## config.mk

```make
export PLATFORM = sky130hd
export DESIGN_NAME = game_ctrl
export DESIGN_NICKNAME = d
export VERILOG_FILES = /design/src/rtl/game_ctrl.sv
export SDC_FILE = /design/constraint.sdc
export NUM_CORES = 1
export LEC_CHECK = 0
export ABC_AREA = 1
export CORE_ASPECT_RATIO = 1.25
export CORE_MARGIN = 2
export CORE_UTILIZATION = 45
export CTS_BUF_LIST = sky130_fd_sc_hd__clkbuf_8
export CTS_CLUSTER_SIZE = 10
export DETAILED_ROUTE_END_ITERATION = 10
export PLACE_DENSITY_LB_ADDON = 0.1
export SYNTH_ARGS = -nofsm -noshare
export SYNTH_HDL_FRONTEND = slang
export SYNTH_SLANG_ARGS = --single-unit
export TNS_END_PERCENT = 50
```

## constraint.sdc

```tcl
create_clock -name clk -period 1.2 [get_ports clk]
set_clock_uncertainty 0.15 [all_clocks]
set_input_delay 0.36 -clock clk [delete_from_list [all_inputs] [get_ports clk]]
set_output_delay 0.36 -clock clk [all_outputs]
set_load 0.1 [all_outputs]
```

## src/rtl/game_ctrl.sv

```systemverilog
// Pong-style game controller: sequences new game, play, ball reload and game over,
// and keeps the two-digit BCD score and the count of spare balls.
module game_ctrl #(
    parameter int BALLS_INIT = 3
) (
    input  logic       clk,
    input  logic       reset,
    input  logic [1:0] btn,
    input  logic       frame_tick,
    input  logic       hit,
    input  logic       miss,
    input  logic       timer_up,
    output logic       timer_start,
    output logic       timer_tick,
    output logic       graph_still,
    output logic       game_over,
    output logic [1:0] balls,
    output logic [3:0] dig0,
    output logic [3:0] dig1
);

    typedef enum logic [1:0] {
        NEWGAME,
        PLAY,
        NEWBALL,
        OVER
    } state_e;

    localparam logic [1:0] BALLS_RST = 2'(BALLS_INIT);

    state_e     state_q, state_d;
    logic [1:0] balls_q, balls_d;
    logic [3:0] dig0_q, dig0_d;
    logic [3:0] dig1_q, dig1_d;
    logic       press;

    assign press = |btn;

    always_ff @(posedge clk or posedge reset) begin
        if (reset) begin
            state_q <= NEWGAME;
            balls_q <= BALLS_RST;
            dig0_q  <= 4'd0;
            dig1_q  <= 4'd0;
        end else begin
            state_q <= state_d;
            balls_q <= balls_d;
            dig0_q  <= dig0_d;
            dig1_q  <= dig1_d;
        end
    end

    always_comb begin
        state_d     = state_q;
        balls_d     = balls_q;
        dig0_d      = dig0_q;
        dig1_d      = dig1_q;
        timer_start = 1'b0;
        graph_still = 1'b1;
        game_over   = 1'b0;
        unique case (state_q)
            NEWGAME: begin
                if (press) begin
                    state_d = PLAY;
                    if (balls_q != 2'd0) balls_d = balls_q - 2'd1;
                end
            end
            PLAY: begin
                graph_still = 1'b0;
                // A miss wins over a simultaneous hit
                if (miss) begin
                    timer_start = 1'b1;
                    if (balls_q != 2'd0) begin
                        state_d = NEWBALL;
                        balls_d = balls_q - 2'd1;
                    end else begin
                        state_d = OVER;
                    end
                end else if (hit) begin
                    if (dig0_q == 4'd9) begin
                        dig0_d = 4'd0;
                        dig1_d = (dig1_q == 4'd9) ? 4'd0 : dig1_q + 4'd1;
                    end else begin
                        dig0_d = dig0_q + 4'd1;
                    end
                end
            end
            NEWBALL: begin
                if (timer_up && press) state_d = PLAY;
            end
            OVER: begin
                game_over = 1'b1;
                if (timer_up) begin
                    state_d = NEWGAME;
                    balls_d = BALLS_RST;
                    dig0_d  = 4'd0;
                    dig1_d  = 4'd0;
                end
            end
            default: state_d = NEWGAME;
        endcase
    end

    assign timer_tick = frame_tick;
    assign balls      = balls_q;
    assign dig0       = dig0_q;
    assign dig1       = dig1_q;

endmodule

```

==> results of run 1 <==
layer usage:
| metal | track usage [%] | share of wire (%) | vias to the layer above | routed length, um |
|---|---|---|---|---|
| met4 | 9.38 | 4.5 | 0 | 153 |
| met1 | 27.5 | 37 | 488 | 1280 |
| met5 | 0 | 0 | - | 0 |
| met3 | 3.79 | 6.7 | 23 | 228 |
| li1 | - | - | 461 | - |
| met2 | 47.4 | 51 | 76 | 1760 |
through the flow:
step	instance area (um2)	hold slack [ns]	utilization [%]	std cells
final	1630	0.344	92.3	183
after global routing	1630	0.342	92.3	183
after CTS	1560	0.333	88.6	183
after detailed placement	1370	0.410	77.3	169
after global placement	1370	0.400	77.3	169
after floorplan	901	0.0732	-	115
cell usage in the layout (no fill, tap or decap), drive strengths merged:
cell	n
nand2	43
buf	41
inv	15
nand3	12
nor2	12
dfrtp	10
o21ai	6
clkdlybuf4s50	5
ha	5
clkbuf	4
nor3	3
nand4	3
dfstp	2
xnor2	1
xor2	1
dlygate4sd2	1
registers in the layout (all words and copies together) (netlist names):
signal / count
state_q: 2
dig0: 4
balls: 2
dig1: 4
final timing paths:
check                      depth (start not counted)                    from              endpoint  slack, ns
min in group clk                                   2    balls[0]$_DFFE_PP1P_  balls[0]$_DFFE_PP1P_       0.48
setup reg to reg                                   6     dig1[0]$_DFFE_PP0P_   dig1[0]$_DFFE_PP0P_      -0.42
hold reg to reg                                    2    balls[0]$_DFFE_PP1P_  balls[0]$_DFFE_PP1P_       0.48
hold / removal                                     2                   reset  balls[0]$_DFFE_PP1P_       0.34
max in group asynchronous                          3                   reset   dig1[1]$_DFFE_PP0P_       0.37
setup / recovery                                   3  state_q[0]$_DFFE_PP0P_             game_over      -0.45
cell usage after synthesis (all sizes together):
cell / instances / area [um2]
nor2: 12 / 63.8
inv: 15 / 56.3
o21ai: 6 / 30.0
xor2: 1 / 8.76
ha: 5 / 62.6
xnor2: 1 / 8.76
nand2: 43 / 181
nand3: 12 / 75.1
dfrtp: 10 / 250
dfstp: 2 / 52.6
nand4: 3 / 18.8
buf: 2 / 15.0
nor3: 3 / 15.0
layout make-up:
cell class                      instances  area, um2  area share (%)
Tap cell                               19       23.8            1.46
Clock buffer                            4       55.1            3.38
Sequential cell                        12        334            20.5
Multi-Input combinational cell         86        592            36.3
Timing Repair Buffer                   47        563            34.6
Inverter                               15       61.3            3.76
timing repair:
action,in CTS,in global routing
hold buffers,0,0
hold endpoints to repair,0,0
gates resized for setup,22,15
buffers inserted,11,0
setup endpoints to repair,25,25
pin swaps,13,6
logic make-up (layout without fill, tap and decap cells):
family | Yosys count | after routing | synth area share (%)
xor gates and xnor gates | 2 | 2 | 2.09
AOI/OAI and AO/OA | 6 | 6 | 3.58
and+or+nand+nor | 73 | 73 | 42.2
DFF | 12 | 12 | 36.1
adders and majority gates | 5 | 5 | 7.46
buffers and inverters | 17 | 66 | 8.51
==> impl_table.tex, run 1 <==
\begin{tabular}{lr}
\hline
Metric & Value \\
\hline
\multicolumn{2}{l}{\textbf{Run status}} \\
\quad Status & finished, violations left \\
\quad Violations in the final reports & setup timing \\
\multicolumn{2}{l}{\textbf{CTS}} \\
\quad CTS max path bufs & 2 \\
\quad CTS tree & yes \\
\quad Clock root buffer & clkbuf\_8 \\
\quad CTS clk-pin slew, worst paths & around 0.06 ns \\
\quad \# clock sinks & 12 \\
\quad Maximum level of the CTS H-tree & 1 \\
\quad Number of buffers added by the clock tree synthesis step & 3 \\
\quad Insertion delay of the later-clocked pin in the worst-skew pair & around 0.25 ns \\
\multicolumn{2}{l}{\textbf{Finish}} \\
\quad Share of layout cells above drive strength 1 & 56.1\% \\
\quad Count of filler cells inserted in the layout & 60 \\
\quad Total inserted antenna cells & 0 \\
\quad Layout area overhead & 94.3\% \\
\quad Net count, final & 178 \\
\multicolumn{2}{l}{\textbf{Timing}} \\
\quad Unrepaired setup endpoints after global routing & yes \\
\quad Setup ws final & -0.449 ns \\
\quad Max transition margin & about 81\% \\
\quad Achievable Freq & 606 MHz \\
\quad Fraction of the cycle the final worst path needs & 137\% \\
\quad Final max-slew violation count & 0 \\
\quad Min Clock Period, post-route & 1.65 ns \\
\quad Number of endpoints failing setup at the final stage & 25 \\
\quad Setup total negative slack & -8.07 ns \\
\quad Hold Vio Cnt, Final & 0 \\
\quad Worst slew pin tran & 0.280 ns \\
\multicolumn{2}{l}{\textbf{GRT}} \\
\quad Initial antenna violation count & 0 \\
\quad Global-route total usage across every layer & about 25\% \\
\quad Via count of the first global-routing pass & 951 \\
\quad Maximum number of pins on one net before global-route repair & 11 \\
\quad Sum of overflow across all layers after global routing & 0 \\
\quad Wire length of the first global-routing pass & around 4000 um \\
\multicolumn{2}{l}{\textbf{Logic synthesis}} \\
\quad Synth Register Bits & 12 \\
\quad Syn nets & approximately 130 \\
\quad Average cell area after synthesis & $\sim$7.3 um2 \\
\quad Summed instance area of the synthesized netlist & 838 um2 \\
\quad Share of synthesized area occupied by flip-flops and latches & 36.1\% \\
\quad Number of unique standard cell types used by synthesis & 20 \\
\quad Cells after Synth & 115 \\
\quad Number of warning messages in the yosys log & 0 \\
\multicolumn{2}{l}{\textbf{Die}} \\
\quad Placeable core region & between 0.0015 and 0.002 mm2 \\
\quad Row Count & 17 \\
\quad Num ports & 22 \\
\quad Die span in y & 52.3 um \\
\quad Total Die Area & around 0.0022 mm2 \\
\quad Starting density of the core & between 40 and 50\% \\
\quad Die width & $\sim$43 um \\
\multicolumn{2}{l}{\textbf{Route}} \\
\quad Avg WL per Cell & approximately 19 um \\
\quad \# DRC & 0 \\
\quad Wire length after detailed routing & about 3400 um \\
\quad Vias/cell & 5.73 \\
\quad Count of nets left with antenna violations after detail routing & 0 \\
\quad Drt first pass iters & 4 \\
\quad DR vias & around 1000 \\
\quad Number of design-rule violations left by the first detailed-router iteration & $\sim$50 \\
\multicolumn{2}{l}{\textbf{Setup path}} \\
\quad Buffers \& Inverters on Critical Path & 2 \\
\quad Critical path arrival & between 1 and 1.5 ns \\
\quad Critical path type & register to primary output \\
\quad Critical path's top delay family & flip-flops \\
\quad Required time of the critical path & about 0.7 ns \\
\quad Crit. End Element & primary output \\
\quad Critical path cell sequence & nand2\_2 -> inv\_4 -> buf\_12 \\
\quad Crit-path slowest cell & dfrtp\_2 \\
\quad Nature of the critical path startpoint & register \\
\quad Delay contributed by the slowest stage of the critical path & about 0.45 ns \\
\quad Highest fanout seen on the critical path & 5 \\
\multicolumn{2}{l}{\textbf{Placed design}} \\
\quad Post-DP HPWL & around 1600 um \\
\quad Placement-stage worst setup slack & -0.559 ns \\
\quad Final weighted congestion in routability-driven placement & 0.750 \\
\quad Port Buffer Count & 19 \\
\multicolumn{2}{l}{\textbf{Hold path}} \\
\quad Hold Crit Class & primary input to asynchronous set/reset pin \\
\multicolumn{2}{l}{\textbf{Job}} \\
\quad Max cap viols & 0 \\
\hline
\end{tabular}
Power of run 1 is left out: the tool's default activity adds up to more than one toggle a clock period on the data nets, which glitch-free logic cannot reach.
==> run 2, diff against run 1 <==
--- a/config.mk
+++ b/config.mk
@@ -16,4 +16,4 @@
 export SYNTH_ARGS = -nofsm -noshare
 export SYNTH_HDL_FRONTEND = slang
 export SYNTH_SLANG_ARGS = --single-unit
-export TNS_END_PERCENT = 50
+export TNS_END_PERCENT = 10
==> impl_table.tex, run 2 (same netlist as run 1, synthesis figures left out) <==
\begin{tabular}{lr}
\hline
Metric & Value \\
\hline
\multicolumn{2}{l}{\textbf{Setup path}} \\
\quad Required time of the critical path & 0.69 ns \\
\quad Critical path type & register to primary output \\
\quad Crit. End Element & primary output \\
\quad Capturing point of the worst reg2reg path & balls[0]\$\_DFFE\_PP1P\_ \\
\quad Highest fanout seen on the critical path & 2 \\
\quad Critical path arrival & between 1 and 1.5 ns \\
\quad Crit. Startpoint & balls[0]\$\_DFFE\_PP1P\_ \\
\quad Reg-to-reg critical path startpoint & balls[0]\$\_DFFE\_PP1P\_ \\
\quad Nature of the critical path startpoint & register \\
\quad Slack of the worst reg-to-reg path & -0.39 ns \\
\quad Number of cell instances on the worst register-to-register path & 7 \\
\multicolumn{2}{l}{\textbf{Timing}} \\
\quad Setup ws final & -0.447 ns \\
\quad Min Clock Period, post-route & $\sim$1.6 ns \\
\quad Achievable Freq & slightly above 600 MHz \\
\quad Max transition margin & 86.0\% \\
\quad Setup total negative slack & -7.41 ns \\
\quad WHS & between 0.3 and 0.4 ns \\
\quad Hold Vio Cnt, Final & 0 \\
\quad Fraction of the cycle the final worst path needs & 137\% \\
\quad Worst slew pin tran & approximately 0.21 ns \\
\quad Unrepaired setup endpoints after global routing & yes \\
\quad Number of endpoints failing setup at the final stage & 25 \\
\quad Final max-slew violation count & 0 \\
\multicolumn{2}{l}{\textbf{GRT}} \\
\quad Wire length of the first global-routing pass & roughly 3900 um \\
\quad Sum of overflow across all layers after global routing & 0 \\
\quad Global-route total usage across every layer & $\sim$25\% \\
\quad Initial antenna violation count & 0 \\
\quad Maximum number of pins on one net before global-route repair & 11 \\
\quad Via count of the first global-routing pass & around 900 \\
\multicolumn{2}{l}{\textbf{Route}} \\
\quad \# DRC & 0 \\
\quad Avg WL per Cell & 13.4 um \\
\quad Highest metal layer with signal wires & met4 \\
\quad Routed length on met2 & 1380 um \\
\quad Wire length after detailed routing & between 2000 and 2500 um \\
\quad Count of nets left with antenna violations after detail routing & 0 \\
\quad Vias/cell & between 4 and 5 \\
\quad Drt first pass iters & 4 \\
\quad Number of design-rule violations left by the first detailed-router iteration & 11 \\
\quad Met1 wire length & between 900 and 1000 um \\
\quad DR vias & around 900 \\
\quad Met3 wire len & 65 um \\
\multicolumn{2}{l}{\textbf{Finish}} \\
\quad Most frequent cells in the layout & 34 x nand2\_1, 19 x buf\_4, 14 x buf\_12 \\
\quad Share of layout cells above drive strength 1 & around half \\
\quad Net count, final & 176 \\
\quad Layout area overhead & 84.8\% \\
\quad Post-route insts no fill & 181 \\
\quad Total inserted antenna cells & 0 \\
\quad Most common cell after layout, fill and taps aside & nand2\_1 \\
\multicolumn{2}{l}{\textbf{Die}} \\
\quad Row Count & 17 \\
\quad Starting density of the core & 47.5\% \\
\quad Placeable core region & around 0.0018 mm2 \\
\quad Die span in y & between 50 and 60 um \\
\quad Die width & $\sim$43 um \\
\quad Total Die Area & around 0.0022 mm2 \\
\quad Num ports & 22 \\
\multicolumn{2}{l}{\textbf{CTS}} \\
\quad CTS clk-pin slew, worst paths & about 0.060 ns \\
\quad Maximum level of the CTS H-tree & 1 \\
\quad CTS tree & yes \\
\quad \# clock sinks & 12 \\
\quad Clock root buffer & clkbuf\_8 \\
\quad Insertion delay of the later-clocked pin in the worst-skew pair & 0.25 ns \\
\quad Number of buffers inserted for hold repair after clock tree synthesis & 0 \\
\quad CTS max path bufs & 2 \\
\quad Number of buffers added by the clock tree synthesis step & 3 \\
\multicolumn{2}{l}{\textbf{Placed design}} \\
\quad Placement-stage worst setup slack & -0.537 ns \\
\quad Cells after DPL & between 150 and 200 \\
\quad Post-DP HPWL & 1550 um \\
\quad Final weighted congestion in routability-driven placement & between 0.8 and 0.9 \\
\quad Port Buffer Count & 19 \\
\multicolumn{2}{l}{\textbf{Run status}} \\
\quad Status & finished, violations left \\
\quad Violations in the final reports & setup timing \\
\multicolumn{2}{l}{\textbf{Job}} \\
\quad Max cap viols & 0 \\
\multicolumn{2}{l}{\textbf{Hold path}} \\
\quad Hold Crit Class & primary input to asynchronous set/reset pin \\
\hline
\end{tabular}
## run 2: changes by cell type in the layout (fill, tap and decap cells not counted), sizes merged
cell,change
buf,-2
## run 2: layout make-up
class	count	area, um2
fillers	92	216
multi-input cells	86	528
inverters	15	61.3
clock buffers	4	55.1
flip-flops and latches	12	332
well taps	19	23.8
repair buffers	45	549
## run 2: worst max path at each step
stage	depth (start not counted)	slack, ns	to
after floorplan	8	-0.37	dig1[2]$_DFFE_PP0P_
after global placement	4	-0.51	timer_start
after detailed placement	4	-0.54	timer_start
after CTS	2	-0.45	balls[0]
after global routing	4	-0.48	timer_start
final	2	-0.45	balls[0]
## run 2: repair_timing
item	in CTS	in global routing
resized for setup	20	6
setup endpoints to repair	25	25
pin swaps	2	3
endpoints found under the hold margin	0	0
buffers inserted	3	5
## run 2: worst max-delay path, stage by stage (launching register included)
cell	delay (ns)
dfstp_4	0.63
buf_12	0.10
buf_12	0.16
## run 2: metrics by stage
step	utilization (%)	instance area (um2)
floorplan	-	881
global placement	76.9	1360
detailed placement	76.9	1360
CTS	84.3	1490
global route	87.7	1550
finish	87.7	1550
## run 2: per-layer routing
metal,up-vias,GRT usage (%)
met2,26,44.6
li1,454,-
met4,0,15.1
met1,408,27.2
met5,-,0
met3,7,3.45
Power of run 2 is left out for the same reason.
